$ cat src/rtl/pipe_ctrl_if.sv
// Pipeline control bundle: per-stage stall requests and the MEM exception
// report flow into the controller; stall/flush/redirect flow back out.
interface pipe_ctrl_if;
  logic        stallreq_id_i;
  logic        stallreq_exe_i;
  logic        stallreq_mem_i;
  logic [31:0] exc_type_i;
  logic [31:0] cp0_epc_i;
  logic [5:0]  stall_o;
  logic        flush_o;
  logic [31:0] new_pc_o;
  logic [15:0] flush_cnt_o;

  // Pipeline side: raises requests, consumes stall/flush/redirect.
  modport master (
    output stallreq_id_i, stallreq_exe_i, stallreq_mem_i, exc_type_i, cp0_epc_i,
    input  stall_o, flush_o, new_pc_o, flush_cnt_o
  );

  // Controller side.
  modport slave (
    input  stallreq_id_i, stallreq_exe_i, stallreq_mem_i, exc_type_i, cp0_epc_i,
    output stall_o, flush_o, new_pc_o, flush_cnt_o
  );
endinterface

$ cat src/rtl/pipe_ctrl.sv
// Central pipeline controller: stall vector, flush pulse and redirect PC.
// An exception seen while MEM is stalled is parked (DEFER) until MEM frees
// up; every flush is followed by one DRAIN cycle in which exceptions are
// ignored because the reporting instruction has just been cleared.
// There is no valid/ready handshake here: all requests are level signals
// sampled every cycle, and stall/flush/new_pc respond in the same cycle.
module pipe_ctrl #(
  parameter logic [31:0] EXC_VECTOR = 32'hBFC00380,
  parameter logic [31:0] ERET_CODE  = 32'h0000000E
) (
  input  logic        clk,
  input  logic        rst,
  pipe_ctrl_if.slave  bus,
  output logic [1:0]  state_o
);

  typedef enum logic [1:0] {
    RUN   = 2'd0,
    DEFER = 2'd1,
    DRAIN = 2'd2
  } state_t;

  state_t      state_q, state_d;
  logic [31:0] pend_type_q, pend_type_d;
  logic [31:0] pend_epc_q, pend_epc_d;
  logic [15:0] flush_cnt_q, flush_cnt_d;

  logic [5:0]  base_stall;
  logic [5:0]  stall;
  logic        flush;
  logic [31:0] new_pc;

  // Priority-encoded stall request: a later stage holds itself and everything before it.
  always_comb begin
    base_stall = 6'b000000;
    if (bus.stallreq_mem_i)      base_stall = 6'b011111;
    else if (bus.stallreq_exe_i) base_stall = 6'b001111;
    else if (bus.stallreq_id_i)  base_stall = 6'b000111;
  end

  // Next-state and output logic; a flush always forces the stall vector to zero.
  always_comb begin
    state_d     = state_q;
    pend_type_d = pend_type_q;
    pend_epc_d  = pend_epc_q;
    flush_cnt_d = flush_cnt_q;
    stall       = base_stall;
    flush       = 1'b0;
    new_pc      = 32'h0;
    case (state_q)
      RUN: begin
        if (bus.exc_type_i != 32'h0) begin
          if (!bus.stallreq_mem_i) begin
            flush       = 1'b1;
            stall       = 6'b000000;
            new_pc      = (bus.exc_type_i == ERET_CODE) ? bus.cp0_epc_i : EXC_VECTOR;
            state_d     = DRAIN;
            flush_cnt_d = flush_cnt_q + 16'd1;
          end else begin
            pend_type_d = bus.exc_type_i;
            pend_epc_d  = bus.cp0_epc_i;
            state_d     = DEFER;
          end
        end
      end
      DEFER: begin
        if (!bus.stallreq_mem_i) begin
          flush       = 1'b1;
          stall       = 6'b000000;
          new_pc      = (pend_type_q == ERET_CODE) ? pend_epc_q : EXC_VECTOR;
          state_d     = DRAIN;
          flush_cnt_d = flush_cnt_q + 16'd1;
        end
      end
      DRAIN: begin
        state_d = RUN;
      end
      default: begin
        state_d = RUN;
      end
    endcase
    if (rst) begin
      stall  = 6'b000000;
      flush  = 1'b0;
      new_pc = 32'h0;
    end
  end

  // State and pending-exception registers with synchronous reset.
  always_ff @(posedge clk) begin
    if (rst) begin
      state_q     <= RUN;
      pend_type_q <= 32'h0;
      pend_epc_q  <= 32'h0;
      flush_cnt_q <= 16'h0;
    end else begin
      state_q     <= state_d;
      pend_type_q <= pend_type_d;
      pend_epc_q  <= pend_epc_d;
      flush_cnt_q <= flush_cnt_d;
    end
  end

  assign bus.stall_o     = stall;
  assign bus.flush_o     = flush;
  assign bus.new_pc_o    = new_pc;
  assign bus.flush_cnt_o = flush_cnt_q;
  assign state_o         = state_q;

endmodule

$ cat src/flat_wrapper.sv
// flat-port wrapper written by rule: the top's interface ports become plain ports
module pipe_ctrl_flat 
#(
  parameter logic [31:0] EXC_VECTOR = 32'hBFC00380,
  parameter logic [31:0] ERET_CODE  = 32'h0000000E
)
  (clk, rst, state_o, bus_stallreq_id_i, bus_stallreq_exe_i, bus_stallreq_mem_i, bus_exc_type_i, bus_cp0_epc_i, bus_stall_o, bus_flush_o, bus_new_pc_o, bus_flush_cnt_o);
  pipe_ctrl_if bus_i ();
  input  logic clk;
  input  logic rst;
  output logic [1:0] state_o;
  input wire logic [$bits(bus_i.stallreq_id_i)-1:0] bus_stallreq_id_i;
  input wire logic [$bits(bus_i.stallreq_exe_i)-1:0] bus_stallreq_exe_i;
  input wire logic [$bits(bus_i.stallreq_mem_i)-1:0] bus_stallreq_mem_i;
  input wire logic [$bits(bus_i.exc_type_i)-1:0] bus_exc_type_i;
  input wire logic [$bits(bus_i.cp0_epc_i)-1:0] bus_cp0_epc_i;
  output wire logic [$bits(bus_i.stall_o)-1:0] bus_stall_o;
  output wire logic [$bits(bus_i.flush_o)-1:0] bus_flush_o;
  output wire logic [$bits(bus_i.new_pc_o)-1:0] bus_new_pc_o;
  output wire logic [$bits(bus_i.flush_cnt_o)-1:0] bus_flush_cnt_o;
  assign bus_i.stallreq_id_i = bus_stallreq_id_i;
  assign bus_i.stallreq_exe_i = bus_stallreq_exe_i;
  assign bus_i.stallreq_mem_i = bus_stallreq_mem_i;
  assign bus_i.exc_type_i = bus_exc_type_i;
  assign bus_i.cp0_epc_i = bus_cp0_epc_i;
  assign bus_stall_o = bus_i.stall_o;
  assign bus_flush_o = bus_i.flush_o;
  assign bus_new_pc_o = bus_i.new_pc_o;
  assign bus_flush_cnt_o = bus_i.flush_cnt_o;
  pipe_ctrl #(.EXC_VECTOR(EXC_VECTOR), .ERET_CODE(ERET_CODE)) u_core (.clk(clk), .rst(rst), .bus(bus_i), .state_o(state_o));
endmodule
$ cat config.mk
export PLATFORM = sky130hd
export DESIGN_NAME = pipe_ctrl_flat
export DESIGN_NICKNAME = d
export VERILOG_FILES = /design/src/rtl/pipe_ctrl_if.sv /design/src/rtl/pipe_ctrl.sv /design/src/flat_wrapper.sv
export SDC_FILE = /design/constraint.sdc
export NUM_CORES = 1
export LEC_CHECK = 0
export ABC_AREA = 0
export BUFFER_PORTS_ARGS = -buffer_cell sky130_fd_sc_hd__clkbuf_2
export CAP_MARGIN = 20
export CORE_MARGIN = 2
export CORE_UTILIZATION = 55
export DETAILED_ROUTE_END_ITERATION = 16
export PLACE_DENSITY_LB_ADDON = 0.05
export SLEW_MARGIN = 5
export SYNTH_ARGS = -nofsm -noshare
export SYNTH_HDL_FRONTEND = slang
export SYNTH_SLANG_ARGS = --single-unit
export TNS_END_PERCENT = 50
$ cat constraint.sdc
create_clock -name clk -period 3.55 [get_ports clk]
set_clock_uncertainty 0.15 [all_clocks]
set_input_delay 0.355 -clock clk [delete_from_list [all_inputs] [get_ports clk]]
set_output_delay 0.355 -clock clk [all_outputs]
set_load 0.02 [all_outputs]
==> impl_metrics.csv, run 1 <==
group,metric,value,unit
finish,layout_commonest_cell,"nand2b_1",
power_and_ir_drop,clkPwrFrac,36.0,%
drt,ant_nets,0,
clocking,clk_latency,0.34,ns
worst_hold_path,hold_depth,3,
finish,final_util,67.21,%
synth,synth_top_area_share,37.54,%
synth,netlist_instances,487,
timing,drv_slew,0,
grt,grt_overflow_total,0,
worst_hold_path,hp-start,"bus_exc_type_i[28]",
floorplan,pin_count,126,
clocking,cts_buffers,9,
power_and_ir_drop,p_per_area,388.6,mW/mm2
grt,globalRouteTotalUtil,22.93,%
synth,ys_seq_elements,82,
synth,yosys_warnings,0,
synth,synth_area_leader_cell,"dfxtp_1",
timing,whs,0.1074,ns
setup_path,rrSetupSlack,1.18,ns
place,gp_congestion,0.7687,
finish,final_cell_mix,"127 x nand2b_1, 123 x clkbuf_2, 82 x dfxtp_1, 64 x mux2i_1, 30 x nor2_1",
drt,wl_per_cell,14.04,um
setup_path,reg2reg_depth,3,
drt,vias,3802,
floorplan,fp.dieW,93.17,um
finish,drive_above_1_share,25.93,%
floorplan,placementRows,32,
clocking,cts_hold_buf,0,
timing,hold_viol,0,
timing,rsz0062_at_grt,"no",
finish,fillers,661,
outcome,status,"finished clean",
job,cap_violations,0,
power_and_ir_drop,power_leakage,0.002191,uW
floorplan,dieArea,0.008680,mm2
clocking,postCtsSetupBuffers,0,
setup_path,crit_type,"flop to output pin",
worst_hold_path,hold_class,"primary input to flop",
grt,grt_pass1_wl,16.21,mm
place,port_buffers,124,
drt,vias_per_cell,5.463,
timing,slew_headroom,26.92,%
setup_path,r2r-start,"u_core.state_o[0]",
timing,finalCritPeriodShare,88.71,%
setup_path,crit_path_end_kind,"output pin",
clocking,path_clk_slew,0.08,ns
power_and_ir_drop,p_int,1504,uW
clocking,clock_path_buffers,2,
drt,wl,9.772,mm
drt,remaining_drc_errors,0,
floorplan,initial_core_util,56.59,%
timing,period_needed,3.149,ns
timing,max_freq,317.5,MHz
place,dp_hpwl,6.845,mm
synth,syn_area_per_cell,8.979,um2
setup_path,worstPathRequired,3.04,ns
clocking,post_cts_resize_count,0,
floorplan,core,0.007727,mm2
floorplan,die_h,93.17,um
power_and_ir_drop,irDropWorstVdd,0.0002154,V
synth,synth_area_leaders,"dfxtp_1 38%, nand2b_1 18%, mux2i_1 15%",
power_and_ir_drop,power.share.switching,25.48,%
synth,synth_area,0.004373,mm2
clocking,cts_tree,"built",
drt,firstDrtPassIters,5,
synth,ys_types,40,
timing,setup_viol,0,
grt,antenna_found_initial,0,
finish,num_antenna_cells,0,
grt,grt_max_degree,126,
power_and_ir_drop,seq_power_share,49.7,%
power_and_ir_drop,power_frac_comb,14.2,%
grt,grt_pass1_vias,3589,
clocking,cts.sinks,82,
timing,setup_ws,0.4007,ns
setup_path,path_max_fanout,20,
timing,tightest_slew,1.093,ns
setup_path,critPathLaunchType,"flop",
setup_path,crit_arrival,2.64,ns
place,dp_slack,0.6385,ns
synth,ys_seq_area_share,37.54,%
power_and_ir_drop,p_total,2018,uW
clocking,clockRootBuffer,"clkbuf_8",
finish,fin_nets,659,
drt,initialDrtViolationCount,102,
power_and_ir_drop,switchingPower,514.3,uW
timing,fin_tns_setup,0,ns
setup_path,cp-startpoint,"u_core.pend_type_q[31]",
synth,syn_nets,557,
finish,area_growth,18.77,%
clocking,htree_levels,3,
-- cells by family (layout without fill, tap and decap cells) --
kind of cell	count (synthesis)	in the layout	synth area share, %
mux	65	65	14.99
buf+inv	43	150	5.093
flops	82	82	37.54
simple gates	232	232	32.16
compound gates	63	63	9.842
other cells	1	1	0.08575
fa+ha+maj	1	1	0.2861
-- critical path, stage by stage, from the launching register on --
cell and delay (ns):
dfxtp_1 0.32, or4_1 0.52, or4_4 0.65, nor2_4 0.41, a22o_1 0.23, clkbuf_2 0.17
-- worst paths after layout --
kind / end
worst max-delay path: bus_new_pc_o[0]
worst max register to register: u_core.pend_epc_q[7]
worst min register to register: u_core.pend_epc_q[0]
worst min-delay path: u_core.pend_type_q[28]
-- state kept, by name, summed over array words and instances (netlist names) --
register and flops:
u_core.bus.flush_cnt_o 16, u_core.pend_epc_q 32, u_core.pend_type_q 32, u_core.state_o 2
-- final cells by class --
type	instances	area, um2	share of cell area [%]
clock inverter	5	78.83	1.518
sequential	82	1642	31.61
inverter	3	11.26	0.2168
clock buffer	11	131.4	2.530
timing repair buffer	131	688.2	13.25
multi-input combinational	362	2515	48.42
tap	102	127.6	2.457
-- synth_stat cells (all sizes together) --
cell and instances:
nor4b 1, o21ai 6, or3b 1, or3 7, a21oi 15, nand4b 1, nor2 32, buf 18
nand4 5, or2 1, a22o 20, or4 12, o22ai 12, and3 2, or2b 1, nor3b 2
mux2 1, nor2b 3, clkbuf 22, nand3 6, o31ai 9, nand2b 127, nand2 10, mux2i 64
inv 3, a211oi 1, dfxtp 82, nor4 14, nor3 6, and2 1, conb 1, ha 1
-- routing by layer --
layer / global-route usage, % / wire length (um) / vias to the layer above
met5: 0 / 0 / -
met4: 8.211 / 120 / 0
met3: 3.626 / 516 / 9
met2: 39.55 / 4618 / 92
met1: 29.06 / 4518 / 1791
li1: - / - / 1910
-- power by group through the flow --
stage	logic, uW	clock network (uW)	registers [uW]
6_report	287	727	1000
5_1_grt	316	783	1010
4_1_cts	289	742	1000
3_5_place_dp	288	0	1020
3_3_place_gp	281	0	1020
2_1_floorplan	190	0	1020
-- stage by stage --
stage	area (um2)	cells
finish	5194	696
detailed placement	4984	680
global route	5194	696
floorplan	4373	487
CTS	5194	696
global placement	4984	680
Note: power is estimated with default switching activity, not from simulation.
==> inputs of run 2 (changes only) <==
--- a/config.mk
+++ b/config.mk
@@ -10,6 +10,7 @@
 export CAP_MARGIN = 20
 export CORE_MARGIN = 2
 export CORE_UTILIZATION = 55
+export CTS_BUF_LIST = sky130_fd_sc_hd__clkbuf_2
 export DETAILED_ROUTE_END_ITERATION = 16
 export PLACE_DENSITY_LB_ADDON = 0.05
 export SLEW_MARGIN = 5
==> impl_metrics.csv, run 2 (synthesized netlist as in run 1, its figures left out) <==
group,metric,value,unit
drt,wl,10.90,mm
place,dp_slack,0.6385,ns
timing,max_freq,291.1,MHz
power_and_ir_drop,p_total,1904,uW
setup_path,crit_type,"primary input to output pin",
finish,num_antenna_cells,0,
timing,finalCritPeriodShare,96.76,%
drt,vias,4074,
grt,grt_pass1_vias,4009,
floorplan,pin_count,126,
grt,grt_pass1_wl,17.86,mm
finish,final_cell_mix,"134 x clkbuf_2, 127 x nand2b_1, 82 x dfxtp_1, 64 x mux2i_1, 64 x dlygate4sd3_1",
drt,initialDrtViolationCount,123,
floorplan,core,0.007727,mm2
drt,vias_per_cell,5.353,
timing,setup_ws,0.1149,ns
setup_path,crit_path_top_delay_cell,"dlygate4sd3_1",
power_and_ir_drop,power_leakage,0.002438,uW
finish,fin_nets,724,
timing,hold_viol,0,
clocking,cts.sinks,82,
place,gp_congestion,0.7687,
setup_path,path_buf_inv,4,
clocking,clock_path_buffers,2,
grt,antenna_found_initial,0,
clocking,htree_levels,3,
outcome,status,"finished clean",
grt,grt_max_degree,126,
place,dp_hpwl,6.845,mm
setup_path,cp_slowest_stage_delay,0.55,ns
timing,rsz0062_at_grt,"no",
timing,period_needed,3.435,ns
setup_path,worstPathRequired,3.04,ns
setup_path,crit_path_end_kind,"output pin",
power_and_ir_drop,irDropWorstVdd,0.0001923,V
clocking,clk_latency,0.49,ns
setup_path,crit_top_cell,"clkbuf_2",
drt,ant_nets,0,
place,placed_area,0.004984,mm2
timing,fin_tns_setup,0,ns
worst_hold_path,hold_class,"primary input to flop",
clocking,clockRootBuffer,"clkbuf_2",
setup_path,crit_chain,"dlygate4sd3_1, clkbuf_2, nor4_1, nand4_1, or3_4, nor4_4, buf_6, a22o_1, clkbuf_2",
setup_path,critPathLaunchType,"primary input",
job,cap_violations,0,
finish,drive_above_1_share,23.82,%
clocking,cts_buffers,9,
floorplan,fp.dieW,93.17,um
finish,final_util,74.64,%
floorplan,placementRows,32,
grt,grt_overflow_total,0,
floorplan,dieArea,0.008680,mm2
grt,globalRouteTotalUtil,25.31,%
timing,drv_slew,0,
drt,wl_per_cell,14.32,um
floorplan,initial_core_util,56.59,%
timing,setup_viol,0,
place,port_buffers,124,
drt,remaining_drc_errors,0,
timing,tightest_slew,1.031,ns
finish,postLayoutCellArea,0.005768,mm2
setup_path,path_max_fanout,20,
clocking,cts_tree,"built",
timing,slew_headroom,31.10,%
clocking,path_clk_slew,0.22,ns
floorplan,die_h,93.17,um
drt,firstDrtPassIters,6,
finish,area_growth,31.90,%
power_and_ir_drop,p_per_area,330.0,mW/mm2
setup_path,crit_arrival,2.93,ns
setup_path,cp_top_family,"simple AND/OR/NAND/NOR gates",
finish,layout_commonest_cell,"clkbuf_2",
==> run 2: layout make-up <==
class | instances | area [um2]
clock buffer | 11 | 55.05
clock inverter | 5 | 78.83
fill | 568 | 1959
inverter | 3 | 11.26
multi-input combinational | 363 | 2521
sequential | 82 | 1642
tap | 102 | 127.6
timing repair buffer | 195 | 1333
==> run 2: power breakdown <==
part | leakage (uW) | switching [uW] | internal, uW
sequential | 0.000671 | 33.3 | 974
combinational | 0.00168 | 162 | 183
clock | 0.0000859 | 313 | 239
total | 0.00244 | 509 | 1390
==> run 2: path summary, 6_finish.rpt <==
path                              from              endpoint  slack, ns  depth (start not counted)
setup / recovery    bus_exc_type_i[22]       bus_new_pc_o[2]       0.11                          9
hold / removal      bus_stallreq_mem_i     u_core.state_o[0]       0.13                          3
setup reg to reg     u_core.state_o[0]  u_core.pend_epc_q[7]       1.19                          3
hold reg to reg   u_core.pend_epc_q[0]  u_core.pend_epc_q[0]       0.34                          2
==> run 2: stage by stage <==
step	cells	hold slack [ns]
floorplan	487	0.2931
global placement	680	0.3084
detailed placement	680	0.3113
CTS	760	0.09118
global route	761	0.08666
finish	761	0.1293
==> run 2: worst register-to-register path, delay by kind of cell (launching register included) <==
family                 cells  cell delay, ns
buffers and inverters      1            0.47
and+or+nand+nor            1            0.93
muxes                      1            0.25
DFF                        1            0.49
==> run 2: layer usage <==
metal  vias up  GRT usage [%]  wire, um
li1       2037              -         -
met1      1931          30.37      4795
met2        92          45.59      5474
met3        14          4.351       456
met4         0          8.701       170
met5         -              0         0
==> run 2: repair_timing <==
action	4_1_cts	5_1_grt
gates resized for setup	0	1
setup endpoints to repair	0	20
setup buffers	0	0
hold buffers	64	0
endpoints found under the hold margin	64	0
==> inputs of run 3 (changes only) <==
--- a/config.mk
+++ b/config.mk
@@ -8,11 +8,15 @@
 export ABC_AREA = 0
 export BUFFER_PORTS_ARGS = -buffer_cell sky130_fd_sc_hd__clkbuf_2
 export CAP_MARGIN = 20
+export CELL_PAD_IN_SITES_DETAIL_PLACEMENT = 1
+export CELL_PAD_IN_SITES_GLOBAL_PLACEMENT = 1
 export CORE_MARGIN = 2
-export CORE_UTILIZATION = 55
+export CORE_UTILIZATION = 43
 export CTS_BUF_LIST = sky130_fd_sc_hd__clkbuf_2
 export DETAILED_ROUTE_END_ITERATION = 16
+export GPL_TIMING_DRIVEN = 0
 export PLACE_DENSITY_LB_ADDON = 0.05
+export RECOVER_POWER = 100
 export SLEW_MARGIN = 5
 export SYNTH_ARGS = -nofsm -noshare
 export SYNTH_HDL_FRONTEND = slang
==> impl_metrics.csv, run 3 (synthesized netlist as in run 1, its figures left out) <==
group,metric,value,unit
outcome,status,"finished clean",
timing,setup_viol,0,
timing,drv_slew,0,
grt,grt_max_degree,13,
floorplan,initial_core_util,44.53,%
drt,ant_nets,0,
setup_path,reg2reg_depth,4,
power_and_ir_drop,p_per_area,318.0,mW/mm2
finish,final_cell_mix,"127 x nand2b_1, 102 x clkbuf_2, 82 x dfxtp_1, 64 x mux2i_1, 64 x dlygate4sd3_1",
worst_hold_path,hold_depth,3,
drt,remaining_drc_errors,0,
clocking,cts.sinks,82,
drt,wl_per_cell,17.41,um
floorplan,die_h,104.8,um
grt,grt_pass1_vias,4617,
grt,globalRouteTotalUtil,26.19,%
finish,fin_nets,757,
power_and_ir_drop,clkPwrFrac,26.6,%
setup_path,crit_path_end_kind,"output pin",
place,dp_hpwl,9.293,mm
power_and_ir_drop,p_int,1321,uW
power_and_ir_drop,irDropWorstVdd,0.0002322,V
drt,vias_per_cell,5.257,
worst_hold_path,hold_end,"u_core.state_o[0]",
place,dp_slack,0.3992,ns
worst_hold_path,hold_class,"primary input to flop",
clocking,htree_levels,3,
clocking,cts_buffers,9,
clocking,clockRootBuffer,"clkbuf_2",
grt,grt_pass1_wl,23.02,mm
setup_path,r2r-end,"u_core.pend_epc_q[28]",
job,cap_violations,0,
setup_path,crit_arrival,2.91,ns
drt,wl,14.37,mm
drt,vias,4337,
drt,initialDrtViolationCount,140,
clocking,path_clk_slew,0.20,ns
setup_path,r2r-start,"u_core.state_o[0]",
timing,max_freq,293.2,MHz
setup_path,crit_chain,"dlygate4sd3_1, clkbuf_1, nor4_1, nand4_1, or3_4, nor4_4, buf_2, a22o_1, clkbuf_2",
grt,antenna_found_initial,0,
floorplan,fp.dieW,104.8,um
setup_path,worstPathRequired,3.04,ns
power_and_ir_drop,power_frac_comb,19.3,%
timing,setup_ws,0.1399,ns
setup_path,critPathLaunchType,"primary input",
drt,firstDrtPassIters,4,
floorplan,core,0.009819,mm2
setup_path,cp_slowest_stage_delay,0.55,ns
clocking,cts_tree,"built",
grt,grt_overflow_total,0,
timing,fin_tns_setup,0,ns
finish,area_growth,34.19,%
power_and_ir_drop,seq_power_share,54.1,%
setup_path,rrSetupSlack,1.05,ns
place,gp_congestion,0.7872,
timing,tightest_slew,0.7600,ns
power_and_ir_drop,switchingPower,544.4,uW
timing,slew_headroom,49.34,%
timing,finalCritPeriodShare,96.06,%
place,port_buffers,123,
power_and_ir_drop,power_leakage,0.002365,uW
clocking,clk_latency,0.52,ns
finish,num_antenna_cells,0,
timing,rsz0062_at_grt,"no",
finish,layout_commonest_cell,"nand2b_1",
timing,hold_viol,0,
floorplan,placementRows,36,
setup_path,path_max_fanout,10,
floorplan,dieArea,0.01099,mm2
worst_hold_path,hp-start,"bus_stallreq_mem_i",
finish,drive_above_1_share,18.06,%
clocking,clock_path_buffers,2,
floorplan,pin_count,126,
setup_path,crit_type,"primary input to output pin",
setup_path,crit_path_top_delay_cell,"dlygate4sd3_1",
power_and_ir_drop,power.share.switching,29.18,%
timing,period_needed,3.410,ns
-- run 3: how the worst max path moves through the flow --
stage / from / endpoint / slack [ns]
detailed placement: bus_exc_type_i[10] / bus_stall_o[1] / 0.40
CTS: bus_exc_type_i[19] / bus_stall_o[1] / 0.01
floorplan: bus_exc_type_i[31] / bus_stall_o[1] / 0.71
global route: bus_exc_type_i[19] / bus_new_pc_o[2] / 0.03
global placement: bus_exc_type_i[10] / bus_stall_o[2] / 0.45
finish: bus_exc_type_i[19] / bus_new_pc_o[16] / 0.14
-- run 3: stage by stage --
step | power [uW] | utilization (%) | hold slack (ns) | std cells | instance area [um2]
floorplan | 1208 | - | 0.2931 | 487 | 4373
global placement | 1314 | 52.50 | 0.3077 | 743 | 5155
detailed placement | 1328 | 52.50 | 0.3162 | 743 | 5155
CTS | 1872 | 60.07 | 0.07216 | 823 | 5898
global route | 1958 | 59.76 | 0.07019 | 825 | 5868
finish | 1866 | 59.76 | 0.1224 | 825 | 5868
-- run 3: cell type report --
| class | instances | area, um2 |
|---|---|---|
| fill | 1221 | 3951 |
| multi-input combinational | 362 | 2515 |
| sequential | 82 | 1642 |
| timing repair buffer | 189 | 1227 |
| buffer | 40 | 203.9 |
| tap | 133 | 166.4 |
| clock buffer | 12 | 60.06 |
| clock inverter | 4 | 42.54 |
| inverter | 3 | 11.26 |
-- run 3: what timing repair did --
item,4_1_cts,5_1_grt
hold endpoints to repair,64,0
hold buffers,64,0
resized for setup,0,3
setup endpoints to repair,0,34
buffers inserted,0,2
-- run 3: worst max-delay path, delay by kind of cell --
family,cells,cell delay [ns]
AOI/OAI and AO/OA,1,0.20
buffers and inverters,4,1.14
and+or+nand+nor,4,1.21
-- run 3: power groups by stage --
| stage | logic, uW | registers [uW] | clock network, uW |
|---|---|---|---|
| after floorplan | 190 | 1020 | 0 |
| after global placement | 293 | 1020 | 0 |
| after detailed placement | 302 | 1030 | 0 |
| after CTS | 358 | 1010 | 506 |
| after global routing | 393 | 1020 | 549 |
| final | 361 | 1010 | 496 |
-- run 3: metal layers --
metal	share of wire [%]	vias up	GRT usage [%]	wire length [um]
met5	0	-	0	0
met4	1.6	0	7.143	233
met3	4.0	16	4.866	572
met2	52	102	49.44	7509
met1	42	2117	29.88	6051
li1	-	2102	-	-
